--- src/rtl/requant_dither_pack_pkg.sv ---
// Shared constants for the requantizer/packer: generator and output word widths,
// plus the samples-per-word helper used to size the pack counter.
package requant_dither_pack_pkg;

    localparam int RNG_W  = 64;
    localparam int WORD_W = 64;

    function automatic int samples_per_word(input int out_w);
        return WORD_W / (2 * out_w);
    endfunction

endpackage

--- src/rtl/requant_dither_pack_lane.sv ---
// One component lane: dither add into stage 1, then floor-shift and saturate into stage 2.
module requant_lane #(
    parameter int IN_W  = 8,
    parameter int OUT_W = 4
) (
    input  logic                    clk,
    input  logic                    reset,
    input  logic                    load,
    input  logic [IN_W-1:0]         x,
    input  logic [IN_W-OUT_W-1:0]   dither,
    output logic [OUT_W-1:0]        y,
    output logic                    sat
);

    localparam int D = IN_W - OUT_W;
    localparam logic signed [IN_W:0] SAT_MAX = (IN_W+1)'((2 ** (OUT_W - 1)) - 1);
    localparam logic signed [IN_W:0] SAT_MIN = (IN_W+1)'(-(2 ** (OUT_W - 1)));

    logic signed [IN_W:0] sum_r;
    logic signed [IN_W:0] shifted;
    logic [OUT_W-1:0]     y_next;
    logic                 sat_next;

    // The sum is one bit wider than the sample so the largest dither never wraps.
    always_ff @(posedge clk) begin
        if (reset) begin
            sum_r <= '0;
        end else if (load) begin
            sum_r <= {x[IN_W-1], x} + {{(OUT_W+1){1'b0}}, dither};
        end
    end

    assign shifted = sum_r >>> D;

    always_comb begin
        y_next   = shifted[OUT_W-1:0];
        sat_next = 1'b0;
        if (shifted > SAT_MAX) begin
            y_next   = SAT_MAX[OUT_W-1:0];
            sat_next = 1'b1;
        end else if (shifted < SAT_MIN) begin
            y_next   = SAT_MIN[OUT_W-1:0];
            sat_next = 1'b1;
        end
    end

    // Stage 2 tracks stage 1 every cycle; the top level qualifies it with its valid bit.
    always_ff @(posedge clk) begin
        if (reset) begin
            y   <= '0;
            sat <= 1'b0;
        end else begin
            y   <= y_next;
            sat <= sat_next;
        end
    end

endmodule

--- src/rtl/requant_dither_pack.sv ---
// Dithered requantizer for complex samples, packing I/Q pairs into 64-bit words and
// counting saturated components. Drives the random generator's clock enable.
module requant_dither_pack
    import requant_dither_pack_pkg::*;
#(
    parameter int IN_W  = 8,
    parameter int OUT_W = 4,
    parameter int SAT_W = 16
) (
    input  logic              clk,
    input  logic              reset,
    input  logic              in_valid,
    input  logic [IN_W-1:0]   in_i,
    input  logic [IN_W-1:0]   in_q,
    input  logic [RNG_W-1:0]  rng,
    output logic              rng_ce,
    input  logic              sat_clear,
    output logic              out_valid,
    output logic [WORD_W-1:0] out_data,
    output logic [SAT_W-1:0]  sat_count
);

    localparam int D       = IN_W - OUT_W;
    localparam int N       = samples_per_word(OUT_W);
    localparam int CNT_W   = (N > 1) ? $clog2(N) : 1;
    localparam int FIELD_W = 2 * OUT_W;

    logic               v1;
    logic               v2;
    logic [CNT_W-1:0]   cnt;
    logic [WORD_W-1:0]  pack_r;
    logic [WORD_W-1:0]  next_word;
    logic [OUT_W-1:0]   i_y;
    logic [OUT_W-1:0]   q_y;
    logic               i_sat;
    logic               q_sat;
    logic [1:0]         sat_inc;
    logic [SAT_W:0]     sat_sum;
    logic [SAT_W-1:0]   sat_next;

    assign rng_ce = in_valid & ~reset;

    generate
        if (2 * D < RNG_W) begin : g_rng_spare
            logic unused_rng;
            assign unused_rng = ^rng[RNG_W-1:2*D];
        end
    endgenerate

    requant_lane #(.IN_W(IN_W), .OUT_W(OUT_W)) u_lane_i (
        .clk    (clk),
        .reset  (reset),
        .load   (rng_ce),
        .x      (in_i),
        .dither (rng[D-1:0]),
        .y      (i_y),
        .sat    (i_sat)
    );

    requant_lane #(.IN_W(IN_W), .OUT_W(OUT_W)) u_lane_q (
        .clk    (clk),
        .reset  (reset),
        .load   (rng_ce),
        .x      (in_q),
        .dither (rng[2*D-1:D]),
        .y      (q_y),
        .sat    (q_sat)
    );

    always_comb begin
        next_word = pack_r;
        next_word[FIELD_W*cnt +: FIELD_W] = {q_y, i_y};
    end

    // Counter sticks at all-ones: the carry out of the add selects the saturated value.
    assign sat_inc  = {1'b0, v2 & i_sat} + {1'b0, v2 & q_sat};
    assign sat_sum  = {1'b0, sat_count} + (SAT_W+1)'(sat_inc);
    assign sat_next = sat_sum[SAT_W] ? '1 : sat_sum[SAT_W-1:0];

    always_ff @(posedge clk) begin
        if (reset) begin
            v1        <= 1'b0;
            v2        <= 1'b0;
            cnt       <= '0;
            pack_r    <= '0;
            out_valid <= 1'b0;
            out_data  <= '0;
            sat_count <= '0;
        end else begin
            v1        <= rng_ce;
            v2        <= v1;
            out_valid <= 1'b0;
            if (v2) begin
                pack_r <= next_word;
                if (cnt == CNT_W'(N - 1)) begin
                    out_data  <= next_word;
                    out_valid <= 1'b1;
                    cnt       <= '0;
                end else begin
                    cnt <= cnt + 1'b1;
                end
            end
            sat_count <= sat_clear ? '0 : sat_next;
        end
    end

endmodule

--- config.mk ---
export PLATFORM = sky130hd
export DESIGN_NAME = requant_dither_pack
export DESIGN_NICKNAME = d
export VERILOG_FILES = /design/src/rtl/requant_dither_pack_pkg.sv /design/src/rtl/requant_dither_pack_lane.sv /design/src/rtl/requant_dither_pack.sv
export SDC_FILE = /design/constraint.sdc
export NUM_CORES = 1
export LEC_CHECK = 0
export ABC_AREA = 1
export CAP_MARGIN = 30
export CORE_MARGIN = 10
export CORE_UTILIZATION = 35
export DETAILED_ROUTE_END_ITERATION = 8
export GPL_ROUTABILITY_DRIVEN = 0
export GPL_TIMING_DRIVEN = 0
export PLACE_DENSITY = 0.68
export SETUP_SLACK_MARGIN = 0.2
export SYNTH_ARGS = -nofsm -noshare
export SYNTH_HDL_FRONTEND = slang
export SYNTH_SLANG_ARGS = --single-unit
--- constraint.sdc ---
create_clock -name clk -period 3.3 [get_ports clk]
set_input_delay 0.66 -clock clk [delete_from_list [all_inputs] [get_ports clk]]
set_output_delay 0.66 -clock clk [all_outputs]
set_load 0.01 [all_outputs]
Word level (Yosys, flattened, before mapping) --
Cells that the tools add are included.
Cells by class: $add $sub $neg 6, order comparisons 4, equality and inequality tests 1, shift-type cells 2, multiplexer cells 12, bitwise gates (word level) 5, reductions and logical operators 5
Operators with widths (count):
- $bwmux 64 | 1
- $shift 8x34->64 const A | 1
- $shiftx 8x34->64 | 1
- $neg 6->34 | 1
- $add 8x5->9 | 2
- $add 16x2->17 | 1
- $mux 16 | 1
- $gt 5x4->1 const B | 2
- $lt 5x4->1 const B | 2
- $mux 3 | 3
- $mux 4 | 2
- $reduce_or 2->1 | 4
- $mux 1 | 5
- $add 3x1->3 const B | 1
- $and 1x1->1 | 3
- $eq 3x3->1 const B | 1
- $add 1x1->2 | 1
- $not 1->1 | 2
- $reduce_and 2->1 | 1
Storage, ports and cells: bits in registers 178, input bits 84, logic and storage cells 50

Longest topological paths before layout --
Gate-level depths: netlist (run 1).
word-level depth 4, depth in mapped cells 15, gate-level depth less buffers 12

Modules after synthesis --
From an unflattened synthesis (run 1), not the netlist that was laid out.
Unflattened totals: cell total of the unflattened synthesis 1267, area, all modules 8463.1 um^2
Modules (own cells, without submodules):
- requant_dither_pack | times used 1, cells each 1087, area each 7204.4 um^2, seq. area each 3002.9 um^2
- requant_lane | times used 2, cells each 90, area each 629.4 um^2, seq. area each 200.2 um^2

Least setup slack after synthesis (run 1) --
Ideal clock, no wire load.
path kind register to register, start reg v2, end reg sat_count[10], setup time 0.057 ns, data arrival time 2.456 ns, setup slack 0.787 ns, cell stages (with the launch flop) 15, clock period less this slack 2.513 ns, cell sequence dfxtp_1 > buf_2 > clkbuf_1 > buf_1 > nand2_1 > inv_1 > fa_1 > ha_1 > nand3_1 > nor3_1 > nand3_1 > buf_2 > nand3_1 > nand2_1 > inv_1
Between the ends: word-level cells in the longest chain between the ends 4, elaborated cells on any way between the ends 5, those cells by class add/sub: 2; mux: 1; bitwise: 2
RTL lines:
- start: declaration | line requant_dither_pack.sv:29 | logic v2;
- start signal: assignment | line requant_dither_pack.sv:91 | v2 <= v1;
- $and 1x1->1 | line requant_dither_pack.sv:76 | assign sat_inc = {1'b0, v2 & i_sat} + {1'b0, v2 & q_sat};
- $add 1x1->2 (*) | line requant_dither_pack.sv:76
- $add 16x2->17 (*) | line requant_dither_pack.sv:77 | assign sat_sum = {1'b0, sat_count} + (SAT_W+1)'(sat_inc);
- $mux 16 (*) | line requant_dither_pack.sv:78 | assign sat_next = sat_sum[SAT_W] ? '1 : sat_sum[SAT_W-1:0];
- end signal: assignment | line requant_dither_pack.sv:103 | sat_count <= sat_clear ? '0 : sat_next;
- end: declaration | line requant_dither_pack.sv:20 | output logic [SAT_W-1:0] sat_count
Mark *: on every way between the ends. The rest lies on a longest branch, timed or not. A chain may end at the register's enable or synchronous reset.

Worst setup path in the final report (run 1) --
start in in_valid, end out rng_ce
Between the ends: word-level cells in the longest chain between the ends 1
RTL lines:
- start: declaration | line requant_dither_pack.sv:12 | input logic in_valid,
- $and 1x1->1 | line requant_dither_pack.sv:41 | assign rng_ce = in_valid & ~reset;
- end: declaration | line requant_dither_pack.sv:16 | output logic rng_ce,
Every way passes these cells.

==> flow_summary.yaml, run 1 <==
run_status:
  run_status: "finished clean"
clock_network:
  insertion_delay_ns: 0.44
  hold_buffers: 0
  cts_inserted_buffers: 17
  clk_pin_slew_worst_paths_ns: 0.07
  tritoncts: "yes"
  root_buffer: "sky130_fd_sc_hd__clkbuf_16"
  clkSinkCount: 170
  htree_num_levels: 4
  cts-root-to-sink-buffers: 2
power_and_ir_drop:
  power.net_switching_w: 0.00115
  powerDensity_mw_per_mm2: 458
  seq_power_share_pct: 47.1
  internal_power_w: 0.00339
  max-vdd-ir-drop_mv: 0.207
  combPwrFrac_pct: 8.2
  finalPower_w: 0.00454
  p_leak_nw: 4.65
  power.share.switching_pct: 25.3
  clock_power_share_pct: 44.6
drt:
  antenna_viol_nets_final: 0
  drtIter0Drc: 534
  avgRoutedWirePerCell_um: 14.0
  drt_drc_violations_left: 0
  vias_after_detailed_routing: 7676
  routed_via_density: 4.80
  wirelength_um: 22300
  drtPass1Iterations: 5
worst_setup_path:
  crit_path_end_kind: "output port"
  worst_r2r_startpoint: "v2"
  critPathLaunch: "in_valid"
  reg2reg_capture_point: "sat_count[10]"
  timing.critical_path.to: "rng_ce"
  worstSetupStartpointType: "input pin"
  reg2regPathDepth: 14
  timing_worst_setup_path_type: "in -> out"
  critPathMaxFanout: 10
  cp.required_ns: 2.64
  setup.reg_to_reg.worst_slack_ns: 0.50
  worst_ep_arrival_time_ns: 2.30
grt:
  grt_antenna_before_repair: 1
  global_route.overflow_total: 0
  first_global_vias: 7128
  grt_pass1_wl_um: 36200
  grt_max_degree: 17
  groute.usage.overall_pct: 15.5
placed_design:
  placedCellCount: 1563
  placedInstanceArea_sq_mm: 0.00927
  port_buffers: 108
  hpwlAfterDp_um: 16700
floorplan:
  dieHeight_um: 170
  floorplan.initialDensity_pct: 35.7
  num_io_pins: 166
  core-area_sq_mm: 0.0220
  dieWidth_um: 170
  die_area_sq_mm: 0.0288
  num_rows: 54
sta:
  maxClockFrequency_ghz: 0.338
  fin_tns_setup_ns: 0
  layout_min_cycle_time_ns: 2.96
  timing.max_slew.rel_slack_pct: 60.1
  hold_violations: 0
  setup_viol: 0
  max_slew.worst_pin.slew_ns: 0.598
  finalMaxSlewViolations: 0
  timing.final.crit_share_pct: 89.8
  rsz0062_at_grt: "false"
  timing.clock.skew_ns: 0.00973
cells_and_area:
  layout_commonest_cell: "sky130_fd_sc_hd__nand2_1"
  final_cells: 1598
  fin_nets: 1404
  area_growth_syn_to_layout_pct: 26.4
  final_core_utilization_pct: 45.1
  drive_above_1_share_pct: 4.94
  final_design_area_no_fill_sq_mm: 0.00991
  most-common-layout-cells: "sky130_fd_sc_hd__nand2_1, sky130_fd_sc_hd__nor2_1, sky130_fd_sc_hd__inv_1, sky130_fd_sc_hd__dfxtp_1, sky130_fd_sc_hd__o21ai_0"
synthesis:
  postSynthCellCount: 1175
  synth_cell_types: 29
  syn-num-nets: 1275
  synth-seq-area-share_pct: 43.4
  synth.ff_latch_count: 170
  yosys.area.top_type_share_pct: 43.4
  yosys.area.top_type: "sky130_fd_sc_hd__dfxtp_1"
  netlist_area_sq_mm: 0.00784
  ys.warnings.count: 0
  syn_avg_cell_area_sq_um: 6.67
  synth.area.top_cells: "sky130_fd_sc_hd__dfxtp_1, sky130_fd_sc_hd__nand2_1, sky130_fd_sc_hd__nor2_1"
run:
  max_cap_violations: 0
min_path:
  worstHoldPathType: "reg -> reg"
  min-delay-start: "v1"
## critical path: stages
cell and delay, ns:
sky130_fd_sc_hd__clkdlybuf4s50_1 0.50, sky130_fd_sc_hd__clkinvlp_4 0.14, sky130_fd_sc_hd__nor2_4 0.18, sky130_fd_sc_hd__buf_2 0.24, sky130_fd_sc_hd__clkdlybuf4s50_1 0.59
## power groups by stage
stage / clock, W / combinational (W) / sequential, W
finish: 0.00203 / 0.000374 / 0.00214
global placement: 0 / 0.000355 / 0.00218
detailed placement: 0 / 0.000363 / 0.00219
global route: 0.00215 / 0.000424 / 0.00215
floorplan: 0 / 0.000247 / 0.00218
CTS: 0.00207 / 0.000366 / 0.00214
## registers in the layout, indices dropped and copies added (netlist names)
signal / flops
u_lane_i.y: 4
sat_count: 16
u_lane_q.sum_r: 5
v1: 1
u_lane_q.y: 4
cnt: 3
pack_r: 64
u_lane_i.sum_r: 5
out_data: 64
out_valid: 1
u_lane_i.sat: 1
v2: 1
u_lane_q.sat: 1
## how the worst min path moves through the flow
stage / depth (start not counted) / endpoint / slack, ns
2_1_floorplan: 2 / v2 / 0.39
3_3_place_gp: 2 / v2 / 0.40
3_5_place_dp: 2 / v2 / 0.40
4_1_cts: 2 / v2 / 0.40
5_1_grt: 2 / v2 / 0.41
6_report: 2 / v2 / 0.40
## metal layers
| layer | global-route usage, % | routed length [um] |
|---|---|---|
| met1 | 20.2 | 10400 |
| met5 | 0 | 0 |
| met4 | 5.46 | 410 |
| met3 | 5.28 | 2000 |
| met2 | 23.4 | 9500 |
## per-stage QoR
stage | hold WS, ns | setup slack [ns]
global route | 0.412 | 0.253
finish | 0.395 | 0.337
detailed placement | 0.396 | -0.0384
floorplan | 0.388 | 0.787
CTS | 0.400 | 0.0817
global placement | 0.397 | -0.0130
## cell families (layout without fill, tap and decap cells)
group           after synthesis  in the layout  share of synthesized area (%)
compound gates              199            199                           12.7
xor+xnor                      6              6                          0.670
fa+ha+maj                    16             16                           2.65
buf+inv                     233            375                           11.5
flops                       170            170                           43.4
other cells                   0              1                              0
simple gates                551            551                           29.0
## synth_stat cells
cell type                    n
sky130_fd_sc_hd__fa_1        1
sky130_fd_sc_hd__dfxtp_1   170
sky130_fd_sc_hd__nand2_2     1
sky130_fd_sc_hd__nor2_4      4
sky130_fd_sc_hd__or2_2       2
sky130_fd_sc_hd__buf_1       6
sky130_fd_sc_hd__xnor2_1     4
sky130_fd_sc_hd__buf_6       2
sky130_fd_sc_hd__nand2_1   254
sky130_fd_sc_hd__nand4_1     7
sky130_fd_sc_hd__a211oi_1    1
sky130_fd_sc_hd__ha_1       15
sky130_fd_sc_hd__xor2_1      2
sky130_fd_sc_hd__a21oi_1    60
sky130_fd_sc_hd__o21ai_1    28
sky130_fd_sc_hd__buf_2      12
sky130_fd_sc_hd__o21ai_0   109
sky130_fd_sc_hd__clkinv_1    2
sky130_fd_sc_hd__nor2_8      1
sky130_fd_sc_hd__and2_1      1
sky130_fd_sc_hd__nand3_1    85
sky130_fd_sc_hd__inv_1     178
sky130_fd_sc_hd__clkbuf_1   31
sky130_fd_sc_hd__nor2_1    187
sky130_fd_sc_hd__nand4_2     1
sky130_fd_sc_hd__nor3_1      7
sky130_fd_sc_hd__nand2_4     1
sky130_fd_sc_hd__a31oi_1     1
sky130_fd_sc_hd__inv_2       2
## final cells by class
| type | instances | area (sq um) |
|---|---|---|
| flip-flops and latches | 170 | 3400 |
| fillers | 2223 | 12100 |
| plain buffers | 51 | 224 |
| clock inverters | 14 | 160 |
| clock buffers | 18 | 439 |
| inverters | 182 | 687 |
| diodes | 1 | 2.50 |
| multi-input cells | 772 | 3550 |
| well taps | 280 | 350 |
| repair buffers | 110 | 1100 |
## what timing repair did
item / in CTS / in global routing
resized for setup: 2 / 4
endpoints found under the setup margin: 16 / 17
setup buffers: 0 / 2
(Power assumes the default switching activity.)
==> run 2: changes to the inputs <==
--- a/config.mk
+++ b/config.mk
@@ -7,7 +7,7 @@
 export LEC_CHECK = 0
 export ABC_AREA = 1
 export CAP_MARGIN = 30
-export CORE_MARGIN = 10
+export CORE_MARGIN = 4
 export CORE_UTILIZATION = 35
 export DETAILED_ROUTE_END_ITERATION = 8
 export GPL_ROUTABILITY_DRIVEN = 0
==> run 2 against run 1 <==
Effect of this change: critical path depth unchanged; setup slack got worse by 0.0018 ns; sequential power hardly changed; register-to-register slack improved by 0.02 ns; die area fell by 14%; maximum frequency barely moved; cell count about the same; first-iteration DRC count down 20%; cell area up 0.34%; critical endpoint unchanged; power up 2.4%; non-clock buffer count grew 1.
==> flow_summary.yaml, run 2 (synthesized netlist as in run 1, its figures left out) <==
grt:
  global_route.overflow_total: 0
  groute.usage.overall_pct: 17.7
  grt_antenna_before_repair: 0
  grt_pass1_wl_um: 35300
  grt_max_degree: 17
  first_global_vias: 7018
run:
  max_cap_violations: 0
min_path:
  worst_hold_endpoint: "v2"
  min-delay-start: "v1"
  hold_path_depth: 2
  worstHoldPathType: "reg -> reg"
power_and_ir_drop:
  max-vdd-ir-drop_mv: 0.300
  powerDensity_mw_per_mm2: 468
  finalPower_w: 0.00465
  p_leak_nw: 4.67
floorplan:
  floorplan.initialDensity_pct: 35.7
  num_rows: 54
  dieWidth_um: 158
  num_io_pins: 166
  dieHeight_um: 158
  core-area_sq_mm: 0.0220
  die_area_sq_mm: 0.0249
sta:
  finalHoldWorstSlack_ns: 0.405
  layout_min_cycle_time_ns: 2.96
  timing.clock.skew_ns: 0.00677
  timing.max_slew.rel_slack_pct: 59.7
  max_slew.worst_pin.slew_ns: 0.605
  rsz0062_at_grt: "true"
  timing.final.crit_share_pct: 89.8
  maxClockFrequency_ghz: 0.337
  finalMaxSlewViolations: 0
  hold_violations: 0
  setup_viol: 0
placed_design:
  hpwlAfterDp_um: 16300
  port_buffers: 108
clock_network:
  insertion_delay_ns: 0.43
  tritoncts: "yes"
  clkSinkCount: 170
  cts_inserted_buffers: 17
  htree_num_levels: 4
  root_buffer: "sky130_fd_sc_hd__clkbuf_16"
  hold_buffers: 0
  cts-root-to-sink-buffers: 2
  clk_pin_slew_worst_paths_ns: 0.07
drt:
  routed_via_density: 4.73
  antenna_viol_nets_final: 0
  vias_after_detailed_routing: 7553
  drtIter0Drc: 425
  avgRoutedWirePerCell_um: 13.6
  wirelength_um: 21700
  drtPass1Iterations: 5
  drt_drc_violations_left: 0
cells_and_area:
  fill_cells: 2227
  drive_above_1_share_pct: 4.86
  num_antenna_cells: 0
  final_core_utilization_pct: 45.3
  layout_top_registers: "out_data x64, pack_r x64, sat_count x16"
  most-common-layout-cells: "sky130_fd_sc_hd__nand2_1, sky130_fd_sc_hd__nor2_1, sky130_fd_sc_hd__inv_1, sky130_fd_sc_hd__dfxtp_1, sky130_fd_sc_hd__o21ai_0"
  area_growth_syn_to_layout_pct: 26.8
  fin_nets: 1405
  layout_commonest_cell: "sky130_fd_sc_hd__nand2_1"
worst_setup_path:
  worstSetupStartpointType: "input pin"
  setup.reg_to_reg.worst_slack_ns: 0.52
  reg2reg_capture_point: "sat_count[11]"
  path_cells: "clkdlybuf4s50_1 > clkinvlp_4 > nor2_4 > clkbuf_4 > clkdlybuf4s50_1"
  timing_worst_setup_path_type: "in -> out"
  crit_path_max_incr_delay_ns: 0.56
  worst_ep_arrival_time_ns: 2.30
  reg2regPathDepth: 14
  worst_r2r_startpoint: "v2"
  cp.required_ns: 2.64
  crit_path_end_kind: "output port"
  critPathMaxFanout: 10
  timing.critical_path.slowest_stage_cell: "sky130_fd_sc_hd__clkdlybuf4s50_1"
  critPathMostFrequentCell: "sky130_fd_sc_hd__clkdlybuf4s50_1"
run_status:
  run_status: "finished clean"
## run 2: what timing repair did
action / CTS / global route
gates resized for setup: 2 / 5
buffers inserted: 0 / 3
hold endpoints to repair: 0 / 0
endpoints found under the setup margin: 16 / 17
## run 2: worst max-delay path, delay by kind of cell
family,cells,cell delay [ns]
buffers and inverters,4,1.45
and+or+nand+nor,1,0.19
## run 2: power by group
group	switching (W)	internal (W)	total, W
Sequential	0.0000308	0.00211	0.00214
Combinational	0.000243	0.000131	0.000374
Clock	0.000832	0.00130	0.00213
## run 2: metrics by stage
step | area (sq um) | instances | setup slack [ns] | TNS, ns
floorplan | 7840 | 1175 | 0.787 | 0
global placement | 9270 | 1563 | -0.0210 | -0.0210
detailed placement | 9270 | 1563 | -0.0192 | -0.0192
CTS | 9900 | 1594 | 0.0876 | 0
global route | 9940 | 1597 | 0.199 | 0
finish | 9940 | 1597 | 0.335 | 0
## run 2: worst max path at each step
stage	slack, ns	from	end	cells past startpoint
floorplan	0.79	v2	sat_count[10]	14
finish	0.34	in_valid	rng_ce	5
detailed placement	-0.02	in_valid	rng_ce	5
CTS	0.09	in_valid	rng_ce	5
global placement	-0.02	in_valid	rng_ce	5
global route	0.20	v2	sat_count[9]	14
## run 2: per-layer routing
layer | routed length (um) | GRT usage, % | vias to the layer above
met5 | 0 | 0 | -
met4 | 485 | 6.92 | 0
met3 | 1410 | 3.28 | 32
met2 | 9490 | 27.5 | 225
met1 | 10400 | 24.4 | 3385
li1 | - | - | 3911
## run 2: final cells by class
| type | instances | area [sq um] | area share [%] |
|---|---|---|---|
| buffer | 51 | 226 | 2.28 |
| clock buffer | 20 | 457 | 4.59 |
| clock inverter | 11 | 169 | 1.70 |
| inverter | 182 | 687 | 6.91 |
| multi-input combinational | 772 | 3550 | 35.7 |
| sequential | 170 | 3400 | 34.2 |
| tap | 280 | 350 | 3.52 |
| timing repair buffer | 111 | 1100 | 11.1 |
